--- config.mk ---
export PLATFORM = sky130hd
export DESIGN_NAME = bambu_main
export DESIGN_NICKNAME = d
export VERILOG_FILES = /design/src/rtl/bambu_main_pkg.sv /design/src/rtl/bambu_main_ram_sp.sv /design/src/rtl/bambu_main.sv
export SDC_FILE = /design/constraint.sdc
export NUM_CORES = 1
export LEC_CHECK = 0
export ABC_CLOCK_PERIOD_IN_PS = 4900
export CORE_MARGIN = 8
export CORE_UTILIZATION = 40
export DETAILED_ROUTE_END_ITERATION = 8
export PLACE_DENSITY = 0.56
export SLEW_MARGIN = 15
export SYNTH_ARGS = -nofsm -noshare
export SYNTH_HDL_FRONTEND = slang
export SYNTH_SLANG_ARGS = --single-unit
--- constraint.sdc ---
create_clock -name clock -period 4.9 [get_ports clock]
set_input_delay 0.735 -clock clock [delete_from_list [all_inputs] [get_ports clock]]
set_output_delay 0.735 -clock clock [all_outputs]
set_load 0.05 [all_outputs]
--- src/rtl/bambu_main_pkg.sv ---
// Shared constants, FSM state type and address-decode helpers for the bambu_main kernel.
package bambu_main_pkg;

    localparam int N      = 16;
    localparam int IDX_W  = 4;
    localparam int DATA_W = 32;

    localparam logic [IDX_W-1:0] IDX_LAST = 4'd15;

    typedef enum logic [2:0] {
        IDLE = 3'd0,
        P1   = 3'd1,
        P2R  = 3'd2,
        P2W  = 3'd3,
        DONE = 3'd4
    } state_e;

    // Byte address of word idx inside an array placed at base.
    function automatic logic [31:0] byte_addr(input logic [31:0] base, input logic [IDX_W-1:0] idx);
        return base + {{(32-IDX_W-2){1'b0}}, idx, 2'b00};
    endfunction

    // Arrays are private RAMs, so the base only cancels out here.
    function automatic logic [IDX_W-1:0] word_index(input logic [31:0] addr, input logic [31:0] base);
        logic [31:0] off;
        off = addr - base;
        return off[IDX_W+1:2];
    endfunction

endpackage

--- src/rtl/bambu_main_ram_sp.sv ---
// Synchronous single-port 16 x 32 RAM with registered read data (1-cycle latency).
module main_ram_sp
    import bambu_main_pkg::*;
(
    input  logic              clk_i,
    input  logic              we_i,
    input  logic [IDX_W-1:0]  addr_i,
    input  logic [DATA_W-1:0] wdata_i,
    output logic [DATA_W-1:0] rdata_o
);

    logic [DATA_W-1:0] mem_q [N];
    logic [DATA_W-1:0] rdata_q;

    // Storage is deliberately unreset; every word is written before it is read.
    always_ff @(posedge clk_i) begin
        if (we_i) begin
            mem_q[addr_i] <= wdata_i;
        end
        rdata_q <= mem_q[addr_i];
    end

    assign rdata_o = rdata_q;

endmodule

--- src/rtl/bambu_main.sv ---
// HLS-style kernel: phase 1 fills A/B, phase 2 combines them into C/D and returns a checksum.
module bambu_main
    import bambu_main_pkg::*;
#(
    parameter int unsigned MEM_var_419652_419512 = 4096,
    parameter int unsigned MEM_var_419678_419512 = 4096,
    parameter int unsigned MEM_var_420284_419532 = 4096,
    parameter int unsigned MEM_var_420408_419532 = 4096
) (
    input  logic              clock,
    input  logic              reset,
    input  logic              start_port,
    output logic              done_port,
    output logic [DATA_W-1:0] return_port
);

    localparam logic [31:0] BASE_A = 32'(MEM_var_419652_419512);
    localparam logic [31:0] BASE_B = 32'(MEM_var_419678_419512);
    localparam logic [31:0] BASE_C = 32'(MEM_var_420284_419532);
    localparam logic [31:0] BASE_D = 32'(MEM_var_420408_419532);

    state_e            state_q, state_d;
    logic [IDX_W-1:0]  idx_q, idx_d;
    logic [DATA_W-1:0] acc_q, acc_d;
    logic              done_q, done_d;
    logic [DATA_W-1:0] ret_q, ret_d;

    logic              a_we_s, b_we_s, c_we_s, d_we_s;
    logic [IDX_W-1:0]  b_idx_s;
    logic [IDX_W-1:0]  addr_a_s, addr_b_s, addr_c_s, addr_d_s;
    logic [DATA_W-1:0] rd_a_s, rd_b_s;
    logic [DATA_W-1:0] c_rd_unused_s, d_rd_unused_s;
    logic [DATA_W-1:0] k_s, sq_s, sum_s;

    assign k_s   = DATA_W'(idx_q) + 32'd1;
    assign sq_s  = k_s * k_s;
    assign sum_s = rd_b_s + rd_a_s;

    // B is read back in reverse order during phase 2.
    assign b_idx_s  = (state_q == P2R) ? (IDX_LAST - idx_q) : idx_q;
    assign addr_a_s = word_index(byte_addr(BASE_A, idx_q), BASE_A);
    assign addr_b_s = word_index(byte_addr(BASE_B, b_idx_s), BASE_B);
    assign addr_c_s = word_index(byte_addr(BASE_C, idx_q), BASE_C);
    assign addr_d_s = word_index(byte_addr(BASE_D, idx_q), BASE_D);

    main_ram_sp u_ram_a (.clk_i(clock), .we_i(a_we_s), .addr_i(addr_a_s), .wdata_i(k_s),    .rdata_o(rd_a_s));
    main_ram_sp u_ram_b (.clk_i(clock), .we_i(b_we_s), .addr_i(addr_b_s), .wdata_i(sq_s),   .rdata_o(rd_b_s));
    main_ram_sp u_ram_c (.clk_i(clock), .we_i(c_we_s), .addr_i(addr_c_s), .wdata_i(rd_b_s), .rdata_o(c_rd_unused_s));
    main_ram_sp u_ram_d (.clk_i(clock), .we_i(d_we_s), .addr_i(addr_d_s), .wdata_i(sum_s),  .rdata_o(d_rd_unused_s));

    // Next-state, datapath and RAM write-enable decode.
    always_comb begin
        state_d = state_q;
        idx_d   = idx_q;
        acc_d   = acc_q;
        done_d  = 1'b0;
        ret_d   = ret_q;
        a_we_s  = 1'b0;
        b_we_s  = 1'b0;
        c_we_s  = 1'b0;
        d_we_s  = 1'b0;
        case (state_q)
            IDLE: begin
                if (start_port) begin
                    idx_d   = 4'd0;
                    acc_d   = 32'd0;
                    state_d = P1;
                end else begin
                    state_d = IDLE;
                end
            end
            P1: begin
                a_we_s = 1'b1;
                b_we_s = 1'b1;
                if (idx_q == IDX_LAST) begin
                    idx_d   = 4'd0;
                    state_d = P2R;
                end else begin
                    idx_d   = idx_q + 4'd1;
                end
            end
            P2R: begin
                state_d = P2W;
            end
            P2W: begin
                c_we_s = 1'b1;
                d_we_s = 1'b1;
                acc_d  = acc_q + sum_s;
                if (idx_q == IDX_LAST) begin
                    done_d  = 1'b1;
                    ret_d   = acc_q + sum_s;
                    state_d = DONE;
                end else begin
                    idx_d   = idx_q + 4'd1;
                    state_d = P2R;
                end
            end
            DONE: begin
                state_d = IDLE;
            end
            default: begin
                state_d = IDLE;
            end
        endcase
    end

    // State and output registers.
    always_ff @(posedge clock or negedge reset) begin
        if (!reset) begin
            state_q <= IDLE;
            idx_q   <= 4'd0;
            acc_q   <= 32'd0;
            done_q  <= 1'b0;
            ret_q   <= 32'd0;
        end else begin
            state_q <= state_d;
            idx_q   <= idx_d;
            acc_q   <= acc_d;
            done_q  <= done_d;
            ret_q   <= ret_d;
        end
    end

    assign done_port   = done_q;
    assign return_port = ret_q;

endmodule

==> results_dict.tcl, run 1 <==
set metrics [dict create \
    status "completed" \
    clk-insertion-delay-late_ps 520 \
    viasPerCell 5.59 \
    hpwl_um 20800 \
    drive_gt1_share_pct 15.6 \
    dr.pass1.iters 5 \
    fin_hold_ws_ps 372 \
    ys_seq_area_share_pct 61.0 \
    relSlewSlack_pct 18.1 \
    gp_congestion 0.778 \
    slew_violations 0 \
    portBuffers 35 \
    fin_crit_sh_pct 90.1 \
    syn_nets 1115 \
    grt_max_degree 74 \
    fp.dieW_um 206 \
    area_delta_synth_final_pct 13.8 \
    crit_path_top_delay_cell "dfrtp_4" \
    vias 8921 \
    initialDrtViolationCount 611 \
    path_class "register to register" \
    async_reset_ff_share_pct 23.2 \
    required_ps 5120 \
    path_buf_inv 2 \
    vdd_ir_drop_max_uv 350 \
    cts_tree "built" \
    setup_viol 0 \
    yosysUniqueCellTypes 70 \
    p_leak_nw 5.97 \
    cts_hold_buf 0 \
    rows 69 \
    route.detailed.wl_per_inst_um 20.3 \
    rsz0062_at_grt "false" \
    core_area_mm2 0.0356 \
    start_util_pct 40.6 \
    synth_top_area_cell "edfxtp_1" \
    synth_top_area_share_pct 46.6 \
    finClkSkew_ps 18.6 \
    worstHoldPathType "primary input to asynchronous set/reset pin" \
    syn_area_per_cell_um2 13.5 \
    cpLargestDelayFamily "adder cells" \
    htree_levels 2 \
    tightestPinTransition_ps 1230 \
    period_minus_slack_ps 4410 \
    grt_pass1_wl_um 51100 \
    crit_path_start_kind "register" \
    finalCoreUtilization_pct 46.2 \
    max_stage_delay_ps 520 \
    cts_root_buf "clkbuf_16" \
    hold_viol 0 \
    synthFlopType "edfxtp_1" \
    io_pins 36 \
    nFillCells 3185 \
    synth-seq-cells 310 \
    cts_buffers 36 \
    clk_pin_slew_worst_paths_ps 60 \
    drc_errors 0 \
    ys_top_cells_by_area "edfxtp_1, dfrtp_1, mux4_2, mux2_2, ha_1" \
    syn-cell-area_mm2 0.0144 \
    crit_path_end_kind "register" \
    p_per_area_mw_per_mm2 621 \
    fin_nets 1151 \
    antenna_found_initial 0 \
    max_freq_mhz 227 \
    ant_nets 0 \
    first_global_vias 8825 \
    worstPathMaxFanout 16 \
    synth_cells 1073 \
    cts_buffer_depth 3 \
    antenna_cells 0 \
    grt_usage_pct 15.3 \
    synth-warning-count 0 \
    gr-total-overflow 0 \
    maxCapViolCount 0 \
    die_area_mm2 0.0425 \
    fin_tns_setup_ps 0 \
    crit_chain "nand3_1 -> xor2_1 -> inv_1 -> nand2_1 -> fa_1 -> fa_1 -> inv_1 -> ha_1 -> a41o_1 -> ha_1 -> nand2_1 -> o21ai_1 -> a21o_1 -> a21oi_1 -> xor2_2" \
    cts.sinks 310 \
    critPathArrivalTime_ps 4640 \
    drt-total-wl_um 32400 \
    synth-edff-count 224 \
    die_y_um 206 \
]
==> cell type report <==
type | count | area, um2 | area share (%)
Inverter | 19 | 71.3 | 0.434
Timing Repair Buffer | 70 | 611 | 3.71
Clock inverter | 14 | 128 | 0.776
Multi-Input combinational cell | 672 | 5240 | 31.8
Clock buffer | 50 | 1000 | 6.11
Sequential cell | 310 | 8810 | 53.6
Tap cell | 461 | 577 | 3.51
==> where the power goes <==
part / total (mW) / internal [mW] / switching, mW
logic: 3.86 / 1.41 / 2.45
clock network: 2.57 / 1.54 / 1.03
registers: 3.77 / 3.57 / 0.200
==> kinds of logic after synthesis <==
kind of cell,count (synthesis),share of synthesized area [%]
DFF,310,61.0
and+or+nand+nor,263,8.83
AOI/OAI and AO/OA,233,11.8
muxes,102,9.56
buffers and inverters,91,2.98
adders and majority gates,39,3.74
xor gates and xnor gates,34,2.06
other,1,0.0260
==> path summary, 6_finish.rpt <==
path	startpoint	end	slack, ps	depth (start not counted)
worst min-delay path	reset	acc_q[31]	370	1
worst max register to register	idx_q[0]	u_ram_b.mem_q[14][9]	490	15
worst min register to register	return_port[5]	return_port[5]	470	2
min in group clock	return_port[5]	return_port[5]	470	2
max in group asynchronous	reset	idx_q[0]	3810	1
worst max-delay path	idx_q[0]	u_ram_b.mem_q[14][9]	490	15
==> cells in the mapped netlist, drive strengths merged, types with 3 or more instances <==
| cell | count |
|---|---|
| nand4 | 3 |
| clkbuf | 33 |
| nor3 | 9 |
| fa | 7 |
| a221oi | 35 |
| or4 | 6 |
| edfxtp | 224 |
| a211oi | 4 |
| a21oi | 24 |
| and2 | 5 |
| ha | 32 |
| dfrtp | 72 |
| xnor2 | 11 |
| nand2 | 90 |
| o311a | 3 |
| and3 | 7 |
| mux2i | 39 |
| nand2b | 7 |
| a31oi | 15 |
| mux4 | 25 |
| xor2 | 23 |
| inv | 18 |
| o21ai | 57 |
| o221ai | 8 |
| o31ai | 44 |
| nor2 | 62 |
| dfxtp | 14 |
| nor2b | 5 |
| a21o | 5 |
| a22o | 10 |
| mux2 | 38 |
| o21bai | 3 |
| buf | 39 |
| o22a | 9 |
| nand3 | 62 |
| o211ai | 4 |
==> worst register-to-register path, stage by stage, from the launching register on <==
cell and delay (ps):
dfrtp_4 520, nand3_1 200, xor2_1 270, inv_1 100, nand2_1 140, fa_1 450, fa_1 510, inv_1 40
ha_1 270, a41o_1 220, ha_1 320, nand2_1 80, o21ai_1 80, a21o_1 200, a21oi_1 220, xor2_2 510
==> what timing repair did <==
action,4_1_cts,5_1_grt
endpoints found under the setup margin,0,16
resized for setup,0,1
buffers inserted,0,0
endpoints found under the hold margin,0,0
==> flip-flops by register name, summed over array words and instances (netlist names) <==
register         flops
state_q              3
idx_q                4
acc_q               32
return_port         32
u_ram_a.rdata_o      5
u_ram_b.mem_q      144
done_port            1
u_ram_a.mem_q       80
u_ram_b.rdata_o      9
==> metal layers <==
metal / up-vias / share of wire [%] / track usage, %
li1: 4206 / - / -
met1: 4508 / 47 / 21.2
met2: 168 / 47 / 25.2
met3: 39 / 4.1 / 2.18
met4: 0 / 1.5 / 3.42
met5: - / 0 / 0
==> placed cells by master (no fill, tap or decap), types with 34 or more instances in the layout <==
master           instances
dfrtp_1                 71
o31ai_1                 44
clkdlybuf4s50_1         34
o21ai_0                 51
mux2i_1                 39
buf_4                   36
clkbuf_16               37
edfxtp_1               224
nor2_1                  58
nand2_1                 86
mux2_2                  38
nand3_1                 60
==> per-stage QoR <==
step | worst slack (ps) | total power, mW | area (um2) | instances
after global placement | 276 | 7.65 | 15300 | 1532
after floorplan | 0.149 | 6.52 | 14400 | 1073
after detailed placement | 196 | 7.71 | 15300 | 1532
after global routing | 260 | 10.8 | 16400 | 1596
final | 487 | 10.2 | 16400 | 1596
after CTS | 158 | 10.3 | 16400 | 1596
No activity file was read; power rests on OpenSTA's default activity.
==> inputs of run 2 (changes only) <==
Settings changed: ABC_CLOCK_PERIOD_IN_PS 4900 to 3900, CTS_CLUSTER_DIAMETER set to 120.
Clock period 4.9 ns to 3.9 ns, I/O delays scaled along.
==> results_dict.tcl, run 2 (same netlist as run 1, synthesis figures left out) <==
set metrics [dict create \
    status "completed" \
    start_util_pct 40.6 \
    fin_nets 1185 \
    maxCapViolCount 0 \
    hpwl_um 21000 \
    drc_errors 0 \
    grt_usage_pct 15.4 \
    max_freq_mhz 264 \
    worstPathMaxFanout 16 \
    first_global_vias 8978 \
    antenna_cells 0 \
    met1_length_um 15000 \
    clk_pin_slew_worst_paths_ps 60 \
    routed-wl-met3_um 1540 \
    tightestPinTransition_ps 1140 \
    r2r_slack_ps 120 \
    vdd_ir_drop_max_uv 509 \
    met2WireLength_um 15400 \
    finalCoreUtilization_pct 47.6 \
    p_leak_nw 6.18 \
    hold_viol 0 \
    gr-total-overflow 0 \
    final_common_cell "edfxtp_1" \
    gp_congestion 0.760 \
    ant_nets 0 \
    slew_violations 0 \
    required_ps 4150 \
    grt_max_degree 74 \
    fp.dieW_um 206 \
    initialDrtViolationCount 645 \
    crit_path_start_kind "register" \
    finClkSkew_ps 20.3 \
    area_delta_synth_final_pct 17.1 \
    drt-total-wl_um 32500 \
    fin_tns_setup_ps 0 \
    placed_area_mm2 0.0157 \
    setup_viol 0 \
    p_per_area_mw_per_mm2 773 \
    rows 69 \
    cts_tree "built" \
    die_y_um 206 \
    antenna_found_initial 0 \
    relSlewSlack_pct 23.4 \
    cts_buffer_depth 3 \
    clk-insertion-delay-late_ps 510 \
    crit_path_end_kind "register" \
    layout_common_cells "edfxtp_1, nand2_1, dfrtp_1, buf_4" \
    top_register "u_ram_b.mem_q" \
    stdcell_area_mm2 0.0169 \
    dr.pass1.iters 5 \
    path_class "register to register" \
    portBuffers 35 \
    vias 9046 \
    nFillCells 3104 \
    drive_gt1_share_pct 19.8 \
    cts_buffers 35 \
    htree_levels 2 \
    cts_root_buf "clkbuf_16" \
    worstHoldPathType "primary input to asynchronous set/reset pin" \
    largestRegisters "u_ram_b.mem_q: 144 flops, u_ram_a.mem_q: 80 flops" \
    core_area_mm2 0.0356 \
    grt_pass1_wl_um 51600 \
    highest_layer "met4" \
    critPathArrivalTime_ps 4030 \
    viasPerCell 5.55 \
    io_pins 36 \
    die_area_mm2 0.0425 \
    period_minus_slack_ps 3780 \
    largest_register_ffs 144 \
    cts.sinks 310 \
    fin_crit_sh_pct 97.0 \
    power_mw 13.1 \
    route.detailed.wl_per_inst_um 19.9 \
]
## run 2: timing repair
action,CTS,global route
endpoints found under the setup margin,32,32
pin swaps,2,7
resized for setup,4,5
hold buffers,0,0
buffers inserted,2,10
## run 2: area by class of cell
cell class | instances | area, um2 | area share [%]
inverter | 19 | 75.1 | 0.444
multi-input combinational | 672 | 5360 | 31.7
clock buffer | 48 | 965 | 5.70
tap | 461 | 577 | 3.41
sequential | 310 | 8810 | 52.1
clock inverter | 15 | 161 | 0.954
timing repair buffer | 105 | 965 | 5.70
## run 2: worst max-delay path, stage by stage (launching register included)
cell and delay [ps]:
dfrtp_4 460, buf_6 120, nand3_4 80, xor2_2 170, inv_2 60, nand2_2 60
fa_1 510, fa_1 520, inv_1 60, ha_4 200, a41o_1 210, ha_4 290
nand2_2 50, o21ai_2 150, a21o_1 170, a21oi_4 80, xor2_4 160, buf_12 150
## run 2: metrics by stage
stage | hold WS, ps | setup WS (ps) | cells
floorplan | 289 | -293 | 1073
global placement | 465 | -148 | 1563
detailed placement | 469 | -257 | 1563
CTS | 265 | 7.96 | 1628
global route | 305 | -36.2 | 1630
finish | 237 | 119 | 1630
## run 2: final timing paths
| kind | from | cells after the start | endpoint |
|---|---|---|---|
| worst max-delay path | idx_q[0] | 17 | u_ram_b.mem_q[5][9] |
| worst min-delay path | reset | 1 | return_port[16] |
| max in group asynchronous | reset | 1 | idx_q[0] |
| min in group clock | return_port[22] | 2 | return_port[22] |
| worst min register to register | return_port[22] | 2 | return_port[22] |
| worst max register to register | idx_q[0] | 17 | u_ram_b.mem_q[5][9] |
## run 2: report_power, final
| part | switching, mW | total (mW) | internal [mW] |
|---|---|---|---|
| clock | 1.28 | 3.22 | 1.94 |
| sequential | 0.259 | 4.75 | 4.49 |
| combinational | 3.10 | 5.11 | 2.01 |
## run 2: layer usage
layer	up-vias	track usage (%)
li1	4283	-
met1	4538	21.5
met2	185	24.8
met3	40	2.48
met4	0	4.08
met5	-	0
==> inputs of run 3 (changes only) <==
Settings changed: CAP_MARGIN set to 20, REMOVE_ABC_BUFFERS set to 1.
==> results_dict.tcl, run 3 (same netlist as run 1, synthesis figures left out) <==
set metrics [dict create \
    status "completed" \
    maxCapViolCount 0 \
    path_class "register to register" \
    fin_nets 1178 \
    worstSetupEndpoint "u_ram_b.mem_q[2][9]" \
    clk-insertion-delay-late_ps 500 \
    largestRegisters "u_ram_b.mem_q: 144 flops, u_ram_a.mem_q: 80 flops" \
    cts_buffers 35 \
    worstPathMaxFanout 8 \
    cts.sinks 310 \
    p_per_area_mw_per_mm2 763 \
    first_global_vias 8838 \
    grt_pass1_wl_um 51900 \
    slew_violations 0 \
    hold_viol 0 \
    core_area_mm2 0.0356 \
    cpLargestDelayFamily "adder cells" \
    clk_pin_slew_worst_paths_ps 60 \
    dp_slack_ps -222 \
    antenna_cells 0 \
    initialDrtViolationCount 572 \
    cts_hold_buf 0 \
    grt_usage_pct 15.5 \
    grt_max_degree 74 \
    relSlewSlack_pct 32.9 \
    tightestPinTransition_ps 999 \
    gp_congestion 0.825 \
    io_pins 36 \
    worstSetupPathDepth 16 \
    vdd_ir_drop_max_uv 374 \
    r2r_slack_ps 60 \
    crit_path_end_kind "register" \
    viasPerCell 5.53 \
    cts_root_buf "clkbuf_16" \
    required_ps 4140 \
    nFillCells 3120 \
    finClkSkew_ps 19.7 \
    drt-total-wl_um 32900 \
    die_y_um 206 \
    max_freq_mhz 261 \
    largest_register_ffs 144 \
    final_common_cell "edfxtp_1" \
    crit_path_top_delay_cell "fa_1" \
    htree_levels 2 \
    area_delta_synth_final_pct 15.4 \
    rr_startpoint "idx_q[1]" \
    drc_errors 0 \
    regToRegEndpoint "u_ram_b.mem_q[2][9]" \
    critPathArrivalTime_ps 4080 \
    cts_buffer_depth 3 \
    route.detailed.wl_per_inst_um 20.3 \
    dr.pass1.iters 5 \
    top_register "u_ram_b.mem_q" \
    drive_gt1_share_pct 18.8 \
    fp.dieW_um 206 \
    max_stage_delay_ps 520 \
    rows 69 \
    portBuffers 35 \
    cts_tree "built" \
    crit_chain "nand3_2 -> xor2_2 -> inv_1 -> nand2_2 -> fa_1 -> fa_1 -> inv_1 -> ha_1 -> a41o_1 -> ha_4 -> nand2_1 -> o21ai_2 -> a21o_1 -> a21oi_2 -> xor2_2 -> buf_6" \
    ant_nets 0 \
    die_area_mm2 0.0425 \
    finalCoreUtilization_pct 46.9 \
    power_mw 12.7 \
    fin_crit_sh_pct 98.3 \
    r2r_cells 16 \
    layout_common_cells "edfxtp_1, nand2_1, dfrtp_1, buf_4" \
    p_leak_nw 6.10 \
    period_minus_slack_ps 3840 \
    critPathLaunch "idx_q[1]" \
    hpwl_um 20900 \
    crit_path_start_kind "register" \
    start_util_pct 40.6 \
    antenna_found_initial 0 \
    vias 8967 \
    gr-total-overflow 0 \
    setup_viol 0 \
    setup_slack_ps 64.4 \
    path_buf_inv 3 \
    worstHoldPathType "primary input to asynchronous set/reset pin" \
]
run 3: power breakdown:
part	total [mW]	internal, mW	switching [mW]
clock	3.08	1.84	1.24
sequential	4.76	4.49	0.274
combinational	4.88	1.87	3.01
total	12.7	8.20	4.53
run 3: worst min path at each step:
stage,to,cells after the start
global placement,return_port[8],2
detailed placement,return_port[6],2
floorplan,acc_q[0],0
CTS,acc_q[22],1
global route,acc_q[22],1
finish,return_port[22],1
run 3: per-layer routing:
layer	global-route usage, %	wire [um]
met1	22.6	15700
met2	24.4	15300
met3	2.08	1330
met4	3.73	585
met5	0	0
run 3: layout make-up:
cell class | count | area [um2] | share of cell area (%)
clock inverters | 12 | 87.6 | 0.525
multi-input cells | 672 | 5310 | 31.8
well taps | 461 | 577 | 3.46
clock buffers | 49 | 991 | 5.94
inverters | 19 | 71.3 | 0.428
flip-flops and latches | 310 | 8810 | 52.9
repair buffers | 98 | 828 | 4.97
run 3: through the flow:
stage	instance area, um2	hold WS, ps	instances	setup TNS [ps]
floorplan	14100	289	1001	-870450
global placement	15500	461	1555	-2790
detailed placement	15500	463	1555	-3580
CTS	16600	263	1617	0
global route	16700	319	1621	-2780
finish	16700	244	1621	0
run 3: timing repair:
action,CTS,global route
pin swaps,0,9
endpoints found under the setup margin,32,32
buffers inserted,0,3
gates resized for setup,8,17
gates cloned,1,1
